===== src/rtl/vc_fifo.sv =====
// Multi-channel FIFO: NUM_CH independent circular queues share one push port and one pop
// port; the pop side serves non-empty channels round-robin and locks a grant until accepted.
module vc_fifo #(
   parameter int unsigned NUM_CH     = 2,
   parameter int unsigned DATA_WIDTH = 32,
   parameter int unsigned DEPTH      = 4,
   parameter int unsigned AF_THRESH  = DEPTH - 1,
   localparam int unsigned CW        = (NUM_CH > 1) ? $clog2(NUM_CH) : 1,
   localparam int unsigned AW        = $clog2(DEPTH)
) (
   input  logic                       clk_i,
   input  logic                       rst_ni,
   input  logic                       flush_i,
   input  logic                       in_valid_i,
   input  logic [CW-1:0]              in_ch_i,
   input  logic [DATA_WIDTH-1:0]      in_data_i,
   output logic                       in_ready_o,
   output logic                       out_valid_o,
   output logic [CW-1:0]              out_ch_o,
   output logic [DATA_WIDTH-1:0]      out_data_o,
   input  logic                       out_ready_i,
   output logic [NUM_CH-1:0]          full_o,
   output logic [NUM_CH-1:0]          empty_o,
   output logic [NUM_CH-1:0]          almost_full_o,
   output logic [NUM_CH*(AW+1)-1:0]   usage_o
);

   localparam int unsigned CNTW = AW + 1;

   logic [AW-1:0]         rptr_q [NUM_CH];
   logic [AW-1:0]         rptr_d [NUM_CH];
   logic [AW-1:0]         wptr_q [NUM_CH];
   logic [AW-1:0]         wptr_d [NUM_CH];
   logic [CNTW-1:0]       cnt_q  [NUM_CH];
   logic [CNTW-1:0]       cnt_d  [NUM_CH];
   logic [DATA_WIDTH-1:0] mem_q  [NUM_CH][DEPTH];

   logic [CW-1:0]     rr_q, rr_d;
   logic [CW-1:0]     lock_ch_q, lock_ch_d;
   logic              lock_q, lock_d;
   logic [CW-1:0]     arb_ch, grant;
   logic              arb_found;
   logic              in_range, in_full;
   logic              push, pop;
   logic [NUM_CH-1:0] push_en, pop_en;
   int unsigned       idx;

   // Explicit wrap keeps non-power-of-two depths correct.
   function automatic logic [AW-1:0] ptr_inc(input logic [AW-1:0] p);
      return (p == AW'(DEPTH - 1)) ? '0 : p + AW'(1);
   endfunction

   always_comb begin
      full_o        = '0;
      empty_o       = '0;
      almost_full_o = '0;
      usage_o       = '0;
      for (int unsigned c = 0; c < NUM_CH; c++) begin
         full_o[c]                  = (cnt_q[c] == CNTW'(DEPTH));
         empty_o[c]                 = (cnt_q[c] == '0);
         almost_full_o[c]           = (cnt_q[c] >= CNTW'(AF_THRESH));
         usage_o[c*CNTW +: CNTW]    = cnt_q[c];
      end
   end

   always_comb begin
      in_range = (32'(in_ch_i) < NUM_CH);
      in_full  = 1'b0;
      for (int unsigned c = 0; c < NUM_CH; c++) begin
         if (in_ch_i == CW'(c)) in_full = full_o[c];
      end
      in_ready_o = !flush_i && in_range && !in_full;
      push       = in_valid_i && in_ready_o;
      for (int unsigned c = 0; c < NUM_CH; c++) begin
         push_en[c] = push && (in_ch_i == CW'(c));
      end
   end

   // Round-robin search upward from rr_q; a held grant overrides the search.
   always_comb begin
      arb_found = 1'b0;
      arb_ch    = rr_q;
      idx       = 0;
      for (int unsigned i = 0; i < NUM_CH; i++) begin
         idx = (32'(rr_q) + i) % NUM_CH;
         for (int unsigned c = 0; c < NUM_CH; c++) begin
            if (!arb_found && (c == idx) && !empty_o[c]) begin
               arb_found = 1'b1;
               arb_ch    = CW'(c);
            end
         end
      end
      grant = lock_q ? lock_ch_q : arb_ch;
   end

   always_comb begin
      out_valid_o = !flush_i && !(&empty_o);
      out_ch_o    = grant;
      out_data_o  = '0;
      for (int unsigned c = 0; c < NUM_CH; c++) begin
         if (grant == CW'(c)) out_data_o = mem_q[c][rptr_q[c]];
      end
      pop = out_valid_o && out_ready_i;
      for (int unsigned c = 0; c < NUM_CH; c++) begin
         pop_en[c] = pop && (grant == CW'(c));
      end
   end

   always_comb begin
      for (int unsigned c = 0; c < NUM_CH; c++) begin
         rptr_d[c] = rptr_q[c];
         wptr_d[c] = wptr_q[c];
         cnt_d[c]  = cnt_q[c];
      end
      rr_d      = rr_q;
      lock_d    = lock_q;
      lock_ch_d = lock_ch_q;
      if (flush_i) begin
         for (int unsigned c = 0; c < NUM_CH; c++) begin
            rptr_d[c] = '0;
            wptr_d[c] = '0;
            cnt_d[c]  = '0;
         end
         rr_d      = '0;
         lock_d    = 1'b0;
         lock_ch_d = '0;
      end else begin
         for (int unsigned c = 0; c < NUM_CH; c++) begin
            if (push_en[c]) wptr_d[c] = ptr_inc(wptr_q[c]);
            if (pop_en[c])  rptr_d[c] = ptr_inc(rptr_q[c]);
            unique case ({push_en[c], pop_en[c]})
               2'b10:   cnt_d[c] = cnt_q[c] + CNTW'(1);
               2'b01:   cnt_d[c] = cnt_q[c] - CNTW'(1);
               default: cnt_d[c] = cnt_q[c];
            endcase
         end
         if (pop) rr_d = (grant == CW'(NUM_CH - 1)) ? '0 : grant + CW'(1);
         lock_d    = out_valid_o && !out_ready_i;
         lock_ch_d = grant;
      end
   end

   always_ff @(posedge clk_i) begin
      if (!rst_ni) begin
         for (int unsigned c = 0; c < NUM_CH; c++) begin
            rptr_q[c] <= '0;
            wptr_q[c] <= '0;
            cnt_q[c]  <= '0;
         end
         rr_q      <= '0;
         lock_q    <= 1'b0;
         lock_ch_q <= '0;
      end else begin
         for (int unsigned c = 0; c < NUM_CH; c++) begin
            rptr_q[c] <= rptr_d[c];
            wptr_q[c] <= wptr_d[c];
            cnt_q[c]  <= cnt_d[c];
         end
         rr_q      <= rr_d;
         lock_q    <= lock_d;
         lock_ch_q <= lock_ch_d;
      end
   end

   // Storage has no reset; contents are only meaningful below the count.
   always_ff @(posedge clk_i) begin
      for (int unsigned c = 0; c < NUM_CH; c++) begin
         if (push_en[c]) mem_q[c][wptr_q[c]] <= in_data_i;
      end
   end

endmodule


===== config.mk =====
export PLATFORM = sky130hd
export DESIGN_NAME = vc_fifo
export DESIGN_NICKNAME = d
export VERILOG_FILES = /design/src/rtl/vc_fifo.sv
export SDC_FILE = /design/constraint.sdc
export NUM_CORES = 1
export LEC_CHECK = 0
export ABC_AREA = 1
export CAP_MARGIN = 10
export CORE_MARGIN = 2
export CORE_UTILIZATION = 40
export DETAILED_ROUTE_END_ITERATION = 6
export GPL_TIMING_DRIVEN = 0
export PLACE_DENSITY = 0.61
export SYNTH_ARGS = -nofsm -noshare
export SYNTH_HDL_FRONTEND = slang
export SYNTH_SLANG_ARGS = --single-unit
export TNS_END_PERCENT = 1

===== constraint.sdc =====
create_clock -name clk_i -period 4.5 [get_ports clk_i]
set_input_delay 1.35 -clock clk_i [delete_from_list [all_inputs] [get_ports clk_i]]
set_output_delay 1.35 -clock clk_i [all_outputs]
set_load 0.02 [all_outputs]

Word level (Yosys, flattened, before mapping)
Memories as Yosys holds them, arrays and structs flattened. Cells that the tools add are included.

Input port bits: 38. Memories kept: 4. Register bits: 3. RAM bits: 270. Logic and storage cells: 131.

Bitwise operators: 13. Reduce and logical (&&, ||, !) cells: 34. Add/subtract/negate cells: 10. Mux-type cells: 49. Magnitude comparators: 8. Eq/ne operators: 10.

Memories: mem_q (words 2, width 128, rd ports 2, clocked after Yosys merged registers in 0, wr ports 1, RTL line 36) `logic [DATA_WIDTH-1:0] mem_q [NUM_CH][DEPTH];`; cnt_q (words 2, width 3, rd ports 2, clocked after Yosys merged registers in 0, wr ports 2, RTL line 34) `logic [CNTW-1:0] cnt_q [NUM_CH];`; rptr_q (words 2, width 2, rd ports 2, clocked after Yosys merged registers in 0, wr ports 2, RTL line 30) `logic [AW-1:0] rptr_q [NUM_CH];`; wptr_q (words 2, width 2, rd ports 2, clocked after Yosys merged registers in 0, wr ports 2, RTL line 32) `logic [AW-1:0] wptr_q [NUM_CH];`.

Operator list (number): $mux W128 (4); $mux W32 (7); $bmux W32 S2 (2); $demux W32 S2 (2); $reduce_or A128 Y1 (1); $logic_not A32 Y1 (2); $mux W2 (12); $logic_and A1 B1 Y1 (18); $mux W1 (15); $eq A2 B2 Y1 const B (6); $ge A3 B3 Y1 const B (4); $not A2 Y3 (4); $pmux W3 S2 (2); $logic_not A1 Y1 (9); $add A2 B1 Y2 const B (4); $mux W4 (2); $add A3 B1 Y3 const B (2); $eq A3 B3 Y1 const B (2); $ge A3 B2 Y1 const B (2); $logic_not A3 Y1 (2); $lt A3 B1 Y1 const B (2); $mux W3 (2); $mux W6 (1); $or A1 B1 Y1 (6); 6 further kinds (11).

Depth between registers and ports, before layout
Gate-level depths: netlist (run 1). An unclocked memory read counts as a cell.

Word-level depth: 24. Mapped depth: 16. Gate-level depth less buffers: 15.

Worst setup path after synthesis (run 1)
Ideal clock, no wire load.

Kind: input-to-reg. Start: in flush_i. End: mem mem_q[0][128] (netlist bit), enable pin. Path buffers: 0. Setup time: 0.421 ns. Stages: 5. Data arrival time: 3.173 ns. Slack: 0.906 ns. Cells stage by stage: inv_1 nand4_1 nor2_1 inv_1 nor2_1.

Cells in the longest elaborated chain, start to end: 8.

RTL lines: from (decl) (RTL line 13) `input logic flush_i,`; $logic_not A1 Y1 (*) (RTL line 72) `in_ready_o = !flush_i && in_range && !in_full;`; $logic_and A1 B1 Y1 (*) (RTL line 72); $logic_and A1 B1 Y1 (*) (RTL line 73) `push = in_valid_i && in_ready_o;`; $logic_and A1 B1 Y1 (RTL line 75) `push_en[c] = push && (in_ch_i == CW'(c));`; $mux W1 (RTL line 168) `if (push_en[c]) mem_q[c][wptr_q[c]] <= in_data_i;`; $mux W128 (not written as such) (RTL line 168); $reduce_or A128 Y1 (no source line); $mux W1 (no source line) / $mux W128 (equally long branches); to (decl) (RTL line 36).

Mark *: on every way between the ends. The rest lies on a longest branch, timed or not.

Worst setup path in the final report (run 1)
Start: in in_ch_i. End: out in_ready_o.

Cells in the longest elaborated chain, start to end: 3.

RTL lines: from (decl) (RTL line 15) `input logic [CW-1:0] in_ch_i,`; $mux W1 (RTL line 70) `if (in_ch_i == CW'(c)) in_full = full_o[c];`; $logic_not A1 Y1 (RTL line 72); $logic_and A1 B1 Y1 (RTL line 72); to (decl) (RTL line 17) `output logic in_ready_o,`.

Every way passes these cells.

==> metrics.txt, run 1 <==
# TYPE chip_impl_metric gauge
chip_impl_metric{name="drt-total-wl",unit="um"} 26500
chip_impl_metric{name="pin_count_of_the_biggest_net_entering_global_routing",unit=""} 26
chip_impl_info{name="rsz0062_at_grt",value="false"} 1
chip_impl_metric{name="drt-vias-per-instance",unit=""} 5.21
chip_impl_info{name="worstReg2RegStart",value="cnt_q[0][3]"} 1
chip_impl_metric{name="die-area",unit="mm^2"} 0.0290
chip_impl_info{name="min-delay-start",value="wptr_q[0][2]"} 1
chip_impl_metric{name="synth_adder_area_share",unit="%"} 1.72
chip_impl_metric{name="yosys.area_share.xor_xnor",unit="%"} 0
chip_impl_metric{name="fin_crit",unit="ns"} 4.25
chip_impl_metric{name="grt_pass1_wl",unit="um"} 39900
chip_impl_info{name="cts_root_buffer",value="clkbuf_16"} 1
chip_impl_metric{name="hold_fix_buffer_count_after_cts",unit=""} 0
chip_impl_info{name="combinational_family_with_the_most_area_after_synthesis",value="simple AND/OR/NAND/NOR gates"} 1
chip_impl_metric{name="postSynthNetCount",unit=""} 931
chip_impl_metric{name="filler_cell_count",unit=""} 2367
chip_impl_metric{name="skew",unit="ns"} 0.00647
chip_impl_metric{name="critPathMaxFanout",unit=""} 4
chip_impl_metric{name="route.detailed.drc",unit=""} 0
chip_impl_metric{name="first_global_vias",unit=""} 6922
chip_impl_metric{name="route.detailed.wl_per_inst",unit="um"} 19.4
chip_impl_metric{name="max_slew_margin",unit="%"} 50.6
chip_impl_metric{name="globalRouteOverflowTotal",unit=""} 0
chip_impl_metric{name="placed_area",unit="mm^2"} 0.0125
chip_impl_metric{name="cts-buffers-inserted",unit=""} 28
chip_impl_metric{name="post_cts.resized_instances",unit=""} 0
chip_impl_metric{name="synthCells",unit=""} 879
chip_impl_metric{name="core_area",unit="mm^2"} 0.0270
chip_impl_metric{name="synthSimpleGateAreaFrac",unit="%"} 12.8
chip_impl_metric{name="synth.avg_cell_area",unit="um^2"} 12.6
chip_impl_metric{name="gp_congestion",unit=""} 0.791
chip_impl_metric{name="area_growth_syn_to_layout",unit="%"} 21.7
chip_impl_metric{name="critPathArrivalTime",unit="ns"} 2.90
chip_impl_info{name="class_of_the_tightest_hold_or_removal_check",value="reg2reg"} 1
chip_impl_metric{name="first_pass_iters",unit=""} 5
chip_impl_metric{name="worstPathBufferInverterCount",unit=""} 3
chip_impl_info{name="cts_tree",value="done"} 1
chip_impl_info{name="worstSetupStartpointType",value="input pin"} 1
chip_impl_metric{name="finalHoldViolCount",unit=""} 0
chip_impl_metric{name="post_cts_buffers",unit=""} 0
chip_impl_metric{name="worstPathRequired",unit="ns"} 3.15
chip_impl_metric{name="num_antenna_cells",unit=""} 0
chip_impl_metric{name="final_layout_size_suffix_gt1_share",unit="%"} 9.97
chip_impl_metric{name="initial_utilization",unit="%"} 40.9
chip_impl_metric{name="fmaxAchievable",unit="MHz"} 235
chip_impl_metric{name="path_clk_slew",unit="ns"} 0.06
chip_impl_metric{name="cts.sinks",unit=""} 273
chip_impl_metric{name="finalHoldWorstSlack",unit="ns"} 0.526
chip_impl_metric{name="report.final.setup_viol",unit=""} 0
chip_impl_info{name="worst_setup_path_end_kind",value="output pin"} 1
chip_impl_metric{name="yosysSeqAreaShare",unit="%"} 72.7
chip_impl_metric{name="finalWorstSetupSlack",unit="ns"} 0.246
chip_impl_metric{name="library_cells_used_by_synthesis",unit=""} 29
chip_impl_metric{name="least_margin_pin_slew",unit="ns"} 0.741
chip_impl_metric{name="dpl_worst_slack",unit="ns"} 0.239
chip_impl_metric{name="detailroute.via_count",unit=""} 7101
chip_impl_metric{name="die_h",unit="um"} 170
chip_impl_metric{name="final_cells",unit=""} 1364
chip_impl_metric{name="design_area",unit="mm^2"} 0.0134
chip_impl_metric{name="dp_hpwl",unit="um"} 16600
chip_impl_metric{name="reg2reg_depth",unit=""} 15
chip_impl_metric{name="holdPathStages",unit=""} 2
chip_impl_metric{name="die_w",unit="um"} 170
chip_impl_metric{name="placedCellCount",unit=""} 1312
chip_impl_metric{name="cts_htree_levels",unit=""} 1
chip_impl_metric{name="timing.critical_path.slowest_cell_delay",unit="ns"} 0.63
chip_impl_metric{name="rows",unit=""} 60
chip_impl_metric{name="cts-root-to-sink-buffers",unit=""} 3
chip_impl_metric{name="port-buffer-count",unit=""} 84
chip_impl_metric{name="syn-cell-area",unit="mm^2"} 0.0110
chip_impl_metric{name="total_leakage_power",unit="nW"} 4.62
chip_impl_metric{name="fin_util",unit="%"} 49.7
chip_impl_metric{name="synthesis.yosys.warnings",unit=""} 0
chip_impl_metric{name="worst_ir_drop_vdd",unit="uV"} 246
chip_impl_info{name="timing.setup.critical_path_class",value="in2out"} 1
chip_impl_metric{name="antenna_left",unit=""} 0
chip_impl_metric{name="detail_route.iter0.violations",unit=""} 588
chip_impl_info{name="run_status",value="finished, final reports clean"} 1
chip_impl_metric{name="insertion_delay",unit="ns"} 0.53
chip_impl_metric{name="grtUsageTotal",unit="%"} 18.2
chip_impl_metric{name="synth-compound-area-share",unit="%"} 9.04
chip_impl_info{name="reg2reg_to",value="cnt_q[0][2]"} 1
chip_impl_metric{name="layout.nets",unit=""} 1053
chip_impl_metric{name="grt_antenna_before_repair",unit=""} 1
chip_impl_metric{name="final_number_of_max_transition_violations",unit=""} 0
chip_impl_metric{name="io_pins",unit=""} 85
chip_impl_metric{name="synth.mux.area_fraction",unit="%"} 0
chip_impl_metric{name="synth_seq_cells",unit=""} 273
chip_impl_info{name="cp_slowest_cell",value="clkdlybuf4s50_1"} 1
chip_impl_metric{name="final_cycle_share",unit="%"} 94.5
chip_impl_info{name="critical-path-top-delay-family",value="buffers and inverters"} 1
chip_impl_metric{name="power.density_cell_area",unit="mW/mm^2"} 396
chip_impl_metric{name="max_cap_violations",unit=""} 0
chip_impl_info{name="timing.critical_path.cells",value="clkdlybuf4s50_1 -> inv_1 -> nand2_1 -> nand2_1 -> nor2_1 -> clkdlybuf4s50_1"} 1
chip_impl_info{name="worst_hold_path.endpoint",value="wptr_q[0][2]"} 1
chip_impl_metric{name="r2r_setup_slack",unit="ns"} 2.06
## cells by family (layout without fill, tap and decap cells)
group / after synthesis / in the layout
AO/OA/AOI/OAI: 151 / 151
adder cells (fa/ha/maj): 14 / 14
buffers and inverters: 83 / 227
flip-flops: 273 / 273
AND/OR/NAND/NOR: 358 / 358
## cell type report
type                       instances  area (um^2)  area share [%]
buffer                            48          283            2.10
clock buffer                      36          752            5.60
clock inverter                    16          148            1.10
multi-input combinational        523         2660            19.8
sequential                       273         8030            59.7
inverter                          35          136            1.01
timing repair buffer              92         1010            7.50
tap                              341          427            3.17
## worst register-to-register path: stages (launching register included)
cell     delay, ns
dfxtp_1       0.31
inv_1         0.15
nand3_1       0.13
nand2_1       0.10
nand2_2       0.09
nand2_4       0.10
inv_4         0.07
buf_4         0.19
nor2_1        0.12
ha_1          0.15
inv_1         0.07
fa_1          0.38
a21oi_1       0.14
o21ai_0       0.11
o21ai_0       0.16
a21oi_1       0.05
## state kept, by name, summed over array words and instances, names as in the netlist
register and count:
rptr_q 4, lock_q 1, wptr_q 4, rr_q 1
cnt_q 6, mem_q 256, lock_ch_q 1
## worst max-delay path by stage
stage                     startpoint             to  slack, ns  depth (start not counted)
after floorplan              flush_i  mem_q[0][128]       0.91                          5
after global placement       in_ch_i  mem_q[0][215]      -1.14                          7
after detailed placement     in_ch_i     in_ready_o       0.24                          6
after CTS                    in_ch_i     in_ready_o       0.24                          6
after global routing         in_ch_i     in_ready_o       0.14                          6
final                        in_ch_i     in_ready_o       0.25                          6
## routing by layer
metal  share of wire, %  vias to the layer above  track usage [%]
met5              0.049                        -                0
met4                2.7                        2             5.31
met3                5.5                       53             2.93
met2                 48                      211             30.7
met1                 44                     3433             24.4
li1                   -                     3402                -
## cell usage in the layout, fill, tap and decap left out, drive strengths merged, types with 17 or more instances in the layout
| cell | instances |
|---|---|
| inv | 33 |
| nand2 | 119 |
| edfxtp | 256 |
| o32ai | 64 |
| buf | 41 |
| clkdlybuf4s50 | 84 |
| o21ai | 74 |
| clkbuf | 51 |
| dfxtp | 17 |
| nor2 | 225 |
## report_power, final
part           total [mW]  switching, mW  internal [mW]
logic               0.248          0.145          0.103
clock network        2.27          0.925           1.34
registers            2.81        0.00597           2.80
total                5.32           1.08           4.25
## per-stage QoR
step	power, mW	TNS, ns
floorplan	2.97	0
global placement	3.10	-240.54
detailed placement	3.11	0
CTS	5.36	0
global route	5.46	0
finish	5.32	0
## synth_stat cells
library cell / number / area share [%]
nand2_4: 1 / 0.10
a211oi_1: 1 / 0.068
nand2_1: 115 / 3.9
inv_2: 3 / 0.10
nand4_1: 5 / 0.28
o32ai_1: 64 / 5.1
buf_1: 1 / 0.034
clkinv_2: 2 / 0.091
ha_1: 12 / 1.4
or2_2: 3 / 0.17
nor2_2: 2 / 0.11
buf_6: 4 / 0.41
nand2_2: 3 / 0.17
fa_1: 2 / 0.36
o21ai_0: 74 / 3.4
dfxtp_1: 17 / 3.1
clkbuf_1: 15 / 0.51
a21oi_1: 12 / 0.54
buf_2: 13 / 0.59
nor2_1: 222 / 7.5
nor3_1: 1 / 0.045
edfxtp_1: 256 / 70
nor2_4: 1 / 0.10
nand3b_1: 1 / 0.068
inv_4: 1 / 0.057
nand4_2: 1 / 0.11
buf_4: 15 / 1.0
inv_1: 29 / 0.99
nand3_1: 3 / 0.14
Power figures use the tool's default switching activity.
==> run 2: changes to the inputs <==
--- a/config.mk
+++ b/config.mk
@@ -7,11 +7,11 @@
 export LEC_CHECK = 0
 export ABC_AREA = 1
 export CAP_MARGIN = 10
-export CORE_MARGIN = 2
 export CORE_UTILIZATION = 40
+export CTS_CLUSTER_DIAMETER = 200
 export DETAILED_ROUTE_END_ITERATION = 6
 export GPL_TIMING_DRIVEN = 0
-export PLACE_DENSITY = 0.61
+export PLACE_DENSITY = 0.63
 export SYNTH_ARGS = -nofsm -noshare
 export SYNTH_HDL_FRONTEND = slang
 export SYNTH_SLANG_ARGS = --single-unit
==> constraint.sdc (replaced) <==
create_clock -name clk_i -period 3.5 [get_ports clk_i]
set_input_delay 1.05 -clock clk_i [delete_from_list [all_inputs] [get_ports clk_i]]
set_output_delay 1.05 -clock clk_i [all_outputs]
set_load 0.02 [all_outputs]
==> metrics.txt, run 2 (synthesized netlist as in run 1, its figures left out) <==
# TYPE chip_impl_metric gauge
chip_impl_metric{name="route.detailed.drc",unit=""} 0
chip_impl_metric{name="placed_area",unit="mm^2"} 0.0126
chip_impl_metric{name="power_switching",unit="mW"} 1.39
chip_impl_metric{name="route.detailed.wl_per_inst",unit="um"} 19.3
chip_impl_metric{name="die-area",unit="mm^2"} 0.0283
chip_impl_metric{name="grt_pass1_wl",unit="um"} 40200
chip_impl_metric{name="cts-root-to-sink-buffers",unit=""} 3
chip_impl_metric{name="grtUsageTotal",unit="%"} 18.8
chip_impl_metric{name="initial_utilization",unit="%"} 40.9
chip_impl_metric{name="holdPathStages",unit=""} 2
chip_impl_metric{name="finalHoldWorstSlack",unit="ns"} 0.525
chip_impl_metric{name="p_clk_share",unit="%"} 41.5
chip_impl_metric{name="internal-power",unit="mW"} 5.30
chip_impl_metric{name="cts_htree_levels",unit=""} 1
chip_impl_metric{name="detailroute.via_count",unit=""} 7146
chip_impl_info{name="worst_setup_path_end_kind",value="output pin"} 1
chip_impl_metric{name="critPathArrivalTime",unit="ns"} 2.33
chip_impl_metric{name="power.density_cell_area",unit="mW/mm^2"} 499
chip_impl_metric{name="core_area",unit="mm^2"} 0.0270
chip_impl_metric{name="dr_wl_met3",unit="um"} 1470
chip_impl_metric{name="detail_route.iter0.violations",unit=""} 576
chip_impl_metric{name="dp_hpwl",unit="um"} 16700
chip_impl_info{name="worstSetupStartpointType",value="input pin"} 1
chip_impl_metric{name="skew",unit="ns"} 0.0117
chip_impl_metric{name="wl_met2",unit="um"} 12500
chip_impl_metric{name="least_margin_pin_slew",unit="ns"} 0.651
chip_impl_metric{name="first_global_vias",unit=""} 7067
chip_impl_metric{name="layout.nets",unit=""} 1054
chip_impl_metric{name="die_h",unit="um"} 168
chip_impl_metric{name="port-buffer-count",unit=""} 84
chip_impl_metric{name="finalWorstSetupSlack",unit="ns"} 0.117
chip_impl_metric{name="max_cap_violations",unit=""} 0
chip_impl_info{name="cp_slowest_cell",value="clkdlybuf4s50_1"} 1
chip_impl_metric{name="hold_fix_buffer_count_after_cts",unit=""} 0
chip_impl_metric{name="area_growth_syn_to_layout",unit="%"} 21.4
chip_impl_metric{name="final_number_of_max_transition_violations",unit=""} 0
chip_impl_info{name="final_cell_mix",value="edfxtp_1, nor2_1, nand2_1, o21ai_0, o32ai_1"} 1
chip_impl_metric{name="report.final.setup_viol",unit=""} 0
chip_impl_info{name="final_common_cell",value="edfxtp_1"} 1
chip_impl_metric{name="globalRouteOverflowTotal",unit=""} 0
chip_impl_metric{name="grt_antenna_before_repair",unit=""} 0
chip_impl_metric{name="worst_ir_drop_vdd",unit="uV"} 404
chip_impl_metric{name="fmaxAchievable",unit="MHz"} 296
chip_impl_metric{name="drt-vias-per-instance",unit=""} 5.26
chip_impl_info{name="cts_tree",value="done"} 1
chip_impl_metric{name="total_leakage_power",unit="nW"} 4.73
chip_impl_info{name="timing.critical_path.cells",value="clkdlybuf4s50_1 -> inv_1 -> nand2_1 -> nand2_1 -> nor2_1 -> dlygate4sd2_1"} 1
chip_impl_metric{name="fin_crit",unit="ns"} 3.38
chip_impl_metric{name="pin_count_of_the_biggest_net_entering_global_routing",unit=""} 21
chip_impl_metric{name="cp.depth",unit=""} 6
chip_impl_metric{name="timing.critical_path.slowest_cell_delay",unit="ns"} 0.53
chip_impl_metric{name="final_cycle_share",unit="%"} 96.6
chip_impl_metric{name="gp_congestion",unit=""} 0.738
chip_impl_metric{name="largest_reg_flops",unit=""} 256
chip_impl_metric{name="first_pass_iters",unit=""} 5
chip_impl_metric{name="cts-buffers-inserted",unit=""} 29
chip_impl_metric{name="design_area",unit="mm^2"} 0.0134
chip_impl_metric{name="die_w",unit="um"} 168
chip_impl_metric{name="path_clk_slew",unit="ns"} 0.06
chip_impl_metric{name="insertion_delay",unit="ns"} 0.53
chip_impl_metric{name="critPathMaxFanout",unit=""} 4
chip_impl_info{name="class_of_the_tightest_hold_or_removal_check",value="reg2reg"} 1
chip_impl_metric{name="finalHoldViolCount",unit=""} 0
chip_impl_metric{name="num_antenna_cells",unit=""} 0
chip_impl_metric{name="antenna_left",unit=""} 0
chip_impl_info{name="run_status",value="finished, final reports clean"} 1
chip_impl_metric{name="power_frac_comb",unit="%"} 4.5
chip_impl_metric{name="worstPathBufferInverterCount",unit=""} 3
chip_impl_info{name="crit_top_cell",value="nand2_1"} 1
chip_impl_metric{name="worstPathRequired",unit="ns"} 2.45
chip_impl_metric{name="io_pins",unit=""} 85
chip_impl_metric{name="final_layout_size_suffix_gt1_share",unit="%"} 11.3
chip_impl_info{name="rsz0062_at_grt",value="false"} 1
chip_impl_metric{name="rows",unit=""} 60
chip_impl_metric{name="cts.sinks",unit=""} 273
chip_impl_metric{name="drt-total-wl",unit="um"} 26300
chip_impl_metric{name="switching_share",unit="%"} 20.8
chip_impl_info{name="critical-path-top-delay-family",value="buffers and inverters"} 1
chip_impl_metric{name="dpl_worst_slack",unit="ns"} -0.166
chip_impl_info{name="timing.setup.critical_path_class",value="in2out"} 1
chip_impl_metric{name="max_slew_margin",unit="%"} 56.6
chip_impl_metric{name="route.layer.met1.wl",unit="um"} 11700
chip_impl_info{name="cts_root_buffer",value="clkbuf_16"} 1
chip_impl_info{name="dr.max_layer_used",value="met4"} 1
chip_impl_metric{name="reg2reg_depth",unit=""} 15
chip_impl_metric{name="p_seq_share",unit="%"} 54.0
==> run 2: changes by cell type in the layout (fill, tap and decap cells not counted), sizes merged, moves of 2 or more <==
| cell | change |
|---|---|
| bufinv | -2 |
| clkdlybuf4s15 | +2 |
| clkdlybuf4s50 | -35 |
| clkinv | -5 |
| clkinvlp | +3 |
| dlygate4sd2 | +27 |
| dlymetal6s2s | +6 |
==> run 2: metrics by stage <==
step / power, mW / TNS [ns] / utilization (%) / cells
3_3_place_gp: 3.99 / -420.45 / 45.6 / 1304
2_1_floorplan: 3.82 / 0 / - / 879
5_1_grt: 6.87 / 0 / 49.6 / 1359
6_report: 6.69 / 0 / 49.6 / 1359
3_5_place_dp: 4.00 / -0.178 / 46.5 / 1312
4_1_cts: 6.73 / -0.559 / 49.5 / 1359
==> run 2: routing by layer <==
| metal | global-route usage (%) | up-vias |
|---|---|---|
| li1 | - | 3396 |
| met1 | 25.5 | 3482 |
| met2 | 31.8 | 221 |
| met3 | 2.56 | 47 |
| met4 | 5.10 | 0 |
| met5 | 0 | - |
==> run 2: area by class of cell <==
cell class / count / area, um^2
Fill cell: 2369 / 13600
Sequential cell: 273 / 8030
Multi-Input combinational cell: 523 / 2660
Timing Repair Buffer: 92 / 1000
Clock buffer: 35 / 748
Tap cell: 341 / 427
Buffer: 48 / 307
Inverter: 35 / 136
Clock inverter: 12 / 96.3
==> run 2: path summary, 6_finish.rpt <==
path,startpoint,to,slack [ns]
hold / removal,wptr_q[0][3],wptr_q[0][3],0.52
hold reg to reg,wptr_q[0][3],wptr_q[0][3],0.52
setup reg to reg,cnt_q[0][3],cnt_q[0][2],1.00
setup / recovery,in_ch_i,in_ready_o,0.12
==> run 2: worst min-delay path, stage by stage, from the launching register on <==
cell,delay (ns)
dfxtp_1,0.34
nor2_1,0.10
nor2_1,0.05
==> run 2: power groups by stage <==
stage | combinational [mW] | sequential (mW) | clock (mW)
after floorplan | 0.137 | 3.68 | 0
after global routing | 0.331 | 3.61 | 2.93
after detailed placement | 0.322 | 3.68 | 0
after global placement | 0.307 | 3.68 | 0
after CTS | 0.308 | 3.61 | 2.81
final | 0.303 | 3.61 | 2.77
==> run 2: what timing repair did <==
item                       in CTS  in global routing
setup endpoints to repair      34                  8
buffers inserted                0                  0
resized for setup              45                  8
pin swaps                       0                  0
==> run 3: changes to the inputs <==
--- a/config.mk
+++ b/config.mk
@@ -6,11 +6,9 @@
 export NUM_CORES = 1
 export LEC_CHECK = 0
 export ABC_AREA = 1
-export CAP_MARGIN = 10
 export CORE_UTILIZATION = 40
 export CTS_CLUSTER_DIAMETER = 200
 export DETAILED_ROUTE_END_ITERATION = 6
-export GPL_TIMING_DRIVEN = 0
 export PLACE_DENSITY = 0.63
 export SYNTH_ARGS = -nofsm -noshare
 export SYNTH_HDL_FRONTEND = slang
==> metrics.txt, run 3 (synthesized netlist as in run 1, its figures left out) <==
# TYPE chip_impl_metric gauge
chip_impl_metric{name="grt_pass1_wl",unit="um"} 36900
chip_impl_metric{name="report.final.setup_viol",unit=""} 0
chip_impl_metric{name="worstPathBufferInverterCount",unit=""} 3
chip_impl_metric{name="gp_congestion",unit=""} 0.729
chip_impl_info{name="timing.setup.critical_path_class",value="reg2out"} 1
chip_impl_metric{name="worst_ir_drop_vdd",unit="uV"} 374
chip_impl_metric{name="grt_antenna_before_repair",unit=""} 1
chip_impl_info{name="class_of_the_tightest_hold_or_removal_check",value="reg2reg"} 1
chip_impl_metric{name="io_pins",unit=""} 85
chip_impl_metric{name="pin_count_of_the_biggest_net_entering_global_routing",unit=""} 39
chip_impl_metric{name="route.detailed.wl_per_inst",unit="um"} 17.3
chip_impl_info{name="min-delay-start",value="wptr_q[0][2]"} 1
chip_impl_metric{name="total_negative_slack_for_setup_checks",unit="ns"} 0
chip_impl_metric{name="hold_fix_buffer_count_after_cts",unit=""} 0
chip_impl_metric{name="cts-root-to-sink-buffers",unit=""} 3
chip_impl_metric{name="cp.depth",unit=""} 10
chip_impl_info{name="timing.critical_path.cells",value="inv_2 -> nand2_1 -> nand2_1 -> nand2_1 -> nand2_2 -> nand2_4 -> buf_8 -> nand2_1 -> nand2_1 -> clkdlybuf4s50_1"} 1
chip_impl_metric{name="max_slew_margin",unit="%"} 75.9
chip_impl_info{name="final_common_cell",value="edfxtp_1"} 1
chip_impl_info{name="crit_top_cell",value="nand2_1"} 1
chip_impl_metric{name="fin_util",unit="%"} 49.7
chip_impl_metric{name="rows",unit=""} 60
chip_impl_metric{name="timing.critical_path.slowest_cell_delay",unit="ns"} 0.59
chip_impl_metric{name="drt-total-wl",unit="um"} 23200
chip_impl_metric{name="cts.sinks",unit=""} 273
chip_impl_metric{name="power.density_cell_area",unit="mW/mm^2"} 502
chip_impl_metric{name="dp_hpwl",unit="um"} 13600
chip_impl_metric{name="port-buffer-count",unit=""} 84
chip_impl_metric{name="largest_reg_flops",unit=""} 256
chip_impl_metric{name="critPathMaxFanout",unit=""} 21
chip_impl_metric{name="critPathArrivalTime",unit="ns"} 2.40
chip_impl_info{name="cts_root_buffer",value="clkbuf_16"} 1
chip_impl_info{name="rsz0062_at_grt",value="true"} 1
chip_impl_metric{name="globalRouteOverflowTotal",unit=""} 0
chip_impl_metric{name="initial_utilization",unit="%"} 40.9
chip_impl_info{name="cts_tree",value="done"} 1
chip_impl_metric{name="core_area",unit="mm^2"} 0.0270
chip_impl_info{name="reg2reg_to",value="cnt_q[0][2]"} 1
chip_impl_metric{name="route.detailed.drc",unit=""} 0
chip_impl_metric{name="grtUsageTotal",unit="%"} 16.7
chip_impl_info{name="worstReg2RegStart",value="cnt_q[0][2]"} 1
chip_impl_metric{name="finalHoldViolCount",unit=""} 0
chip_impl_metric{name="area_growth_syn_to_layout",unit="%"} 21.6
chip_impl_metric{name="detailroute.via_count",unit=""} 6893
chip_impl_metric{name="final_cycle_share",unit="%"} 98.6
chip_impl_metric{name="total_leakage_power",unit="nW"} 4.82
chip_impl_info{name="endpoint_of_the_worst_setup_timing_path",value="out_data_o[4]"} 1
chip_impl_metric{name="layout.nets",unit=""} 1030
chip_impl_metric{name="final_layout_size_suffix_gt1_share",unit="%"} 10.1
chip_impl_info{name="final_cell_mix",value="edfxtp_1, nor2_1, nand2_1, o21ai_0, o32ai_1"} 1
chip_impl_metric{name="first_global_vias",unit=""} 6758
chip_impl_metric{name="die-area",unit="mm^2"} 0.0283
chip_impl_metric{name="cts_htree_levels",unit=""} 1
chip_impl_metric{name="insertion_delay",unit="ns"} 0.54
chip_impl_metric{name="reg2reg_depth",unit=""} 15
chip_impl_metric{name="num_antenna_cells",unit=""} 0
chip_impl_metric{name="drt-vias-per-instance",unit=""} 5.14
chip_impl_metric{name="path_clk_slew",unit="ns"} 0.06
chip_impl_metric{name="die_w",unit="um"} 168
chip_impl_metric{name="fmaxAchievable",unit="MHz"} 290
chip_impl_metric{name="detail_route.iter0.violations",unit=""} 487
chip_impl_metric{name="skew",unit="ns"} 0.0153
chip_impl_info{name="worstSetupStartpointType",value="flop"} 1
chip_impl_info{name="critical-path-top-delay-family",value="buffers and inverters"} 1
chip_impl_metric{name="max_cap_violations",unit=""} 0
chip_impl_metric{name="cts-buffers-inserted",unit=""} 28
chip_impl_metric{name="least_margin_pin_slew",unit="ns"} 0.361
chip_impl_info{name="cp_slowest_cell",value="clkdlybuf4s50_1"} 1
chip_impl_metric{name="worstPathRequired",unit="ns"} 2.45
chip_impl_metric{name="die_h",unit="um"} 168
chip_impl_info{name="launching_instance_or_port_of_the_critical_path",value="cnt_q[0][2]"} 1
chip_impl_metric{name="filler_cell_count",unit=""} 2361
chip_impl_info{name="run_status",value="finished, final reports clean"} 1
chip_impl_metric{name="first_pass_iters",unit=""} 4
chip_impl_info{name="worst_setup_path_end_kind",value="output pin"} 1
chip_impl_metric{name="antenna_left",unit=""} 0
chip_impl_metric{name="fin_crit",unit="ns"} 3.45
chip_impl_metric{name="final_number_of_max_transition_violations",unit=""} 0
chip_impl_metric{name="r2r_setup_slack",unit="ns"} 1.12
## run 3: changes by cell type in the layout (fill, tap and decap cells not counted), sizes merged
cell           previous run  this run
dlygate4sd2              27         7
dlymetal6s2s              6        23
clkbuf                   50        39
buf                      41        33
clkdlybuf4s50            49        54
clkinv                    9        13
clkinvlp                  4         1
clkdlybuf4s15             2         0
## run 3: per-layer routing
metal,routed length [um],GRT usage [%]
met1,10200,21.7
met2,11600,29.1
met3,1220,3.22
met4,225,3.75
met5,13,0
## run 3: power breakdown
part	internal, mW	switching [mW]	total [mW]
Combinational	0.126	0.183	0.309
Clock	1.65	1.18	2.83
Sequential	3.60	0.00869	3.61
## run 3: worst min-delay path by stage
stage	to	cells past startpoint
2_1_floorplan	wptr_q[0][1]	2
3_3_place_gp	wptr_q[0][2]	2
3_5_place_dp	wptr_q[0][2]	2
4_1_cts	wptr_q[0][2]	2
5_1_grt	wptr_q[0][2]	2
6_report	wptr_q[0][2]	2
## run 3: through the flow
step           cells  power, mW  hold slack, ns  area (um^2)  setup slack [ns]
6_report        1341       6.74           0.524        13400            0.0496
5_1_grt         1341       6.96           0.552        13400            -0.102
4_1_cts         1341       6.81           0.527        13400           -0.0684
3_5_place_dp    1289       4.00           0.518        12500           -0.0424
3_3_place_gp    1289       3.99           0.517        12500           -0.0214
2_1_floorplan    879       3.82           0.490        11000             0.206
## run 3: tightest hold or removal path: cells and delay by family (launching register included)
kind | cells | cell delay, ns
flops | 1 | 0.34
simple gates | 2 | 0.15
## run 3: final cells by class
| cell class | instances | area [um^2] | area share (%) |
|---|---|---|---|
| clock inverter | 13 | 88.8 | 0.661 |
| inverter | 35 | 150 | 1.12 |
| clock buffer | 39 | 793 | 5.91 |
| multi-input combinational | 523 | 2660 | 19.8 |
| timing repair buffer | 117 | 1280 | 9.50 |
| tap | 341 | 427 | 3.18 |
| sequential | 273 | 8040 | 59.9 |
## run 3: what timing repair did
item,4_1_cts,5_1_grt
setup endpoints to repair,34,28
setup buffers,0,0
resized for setup,16,28
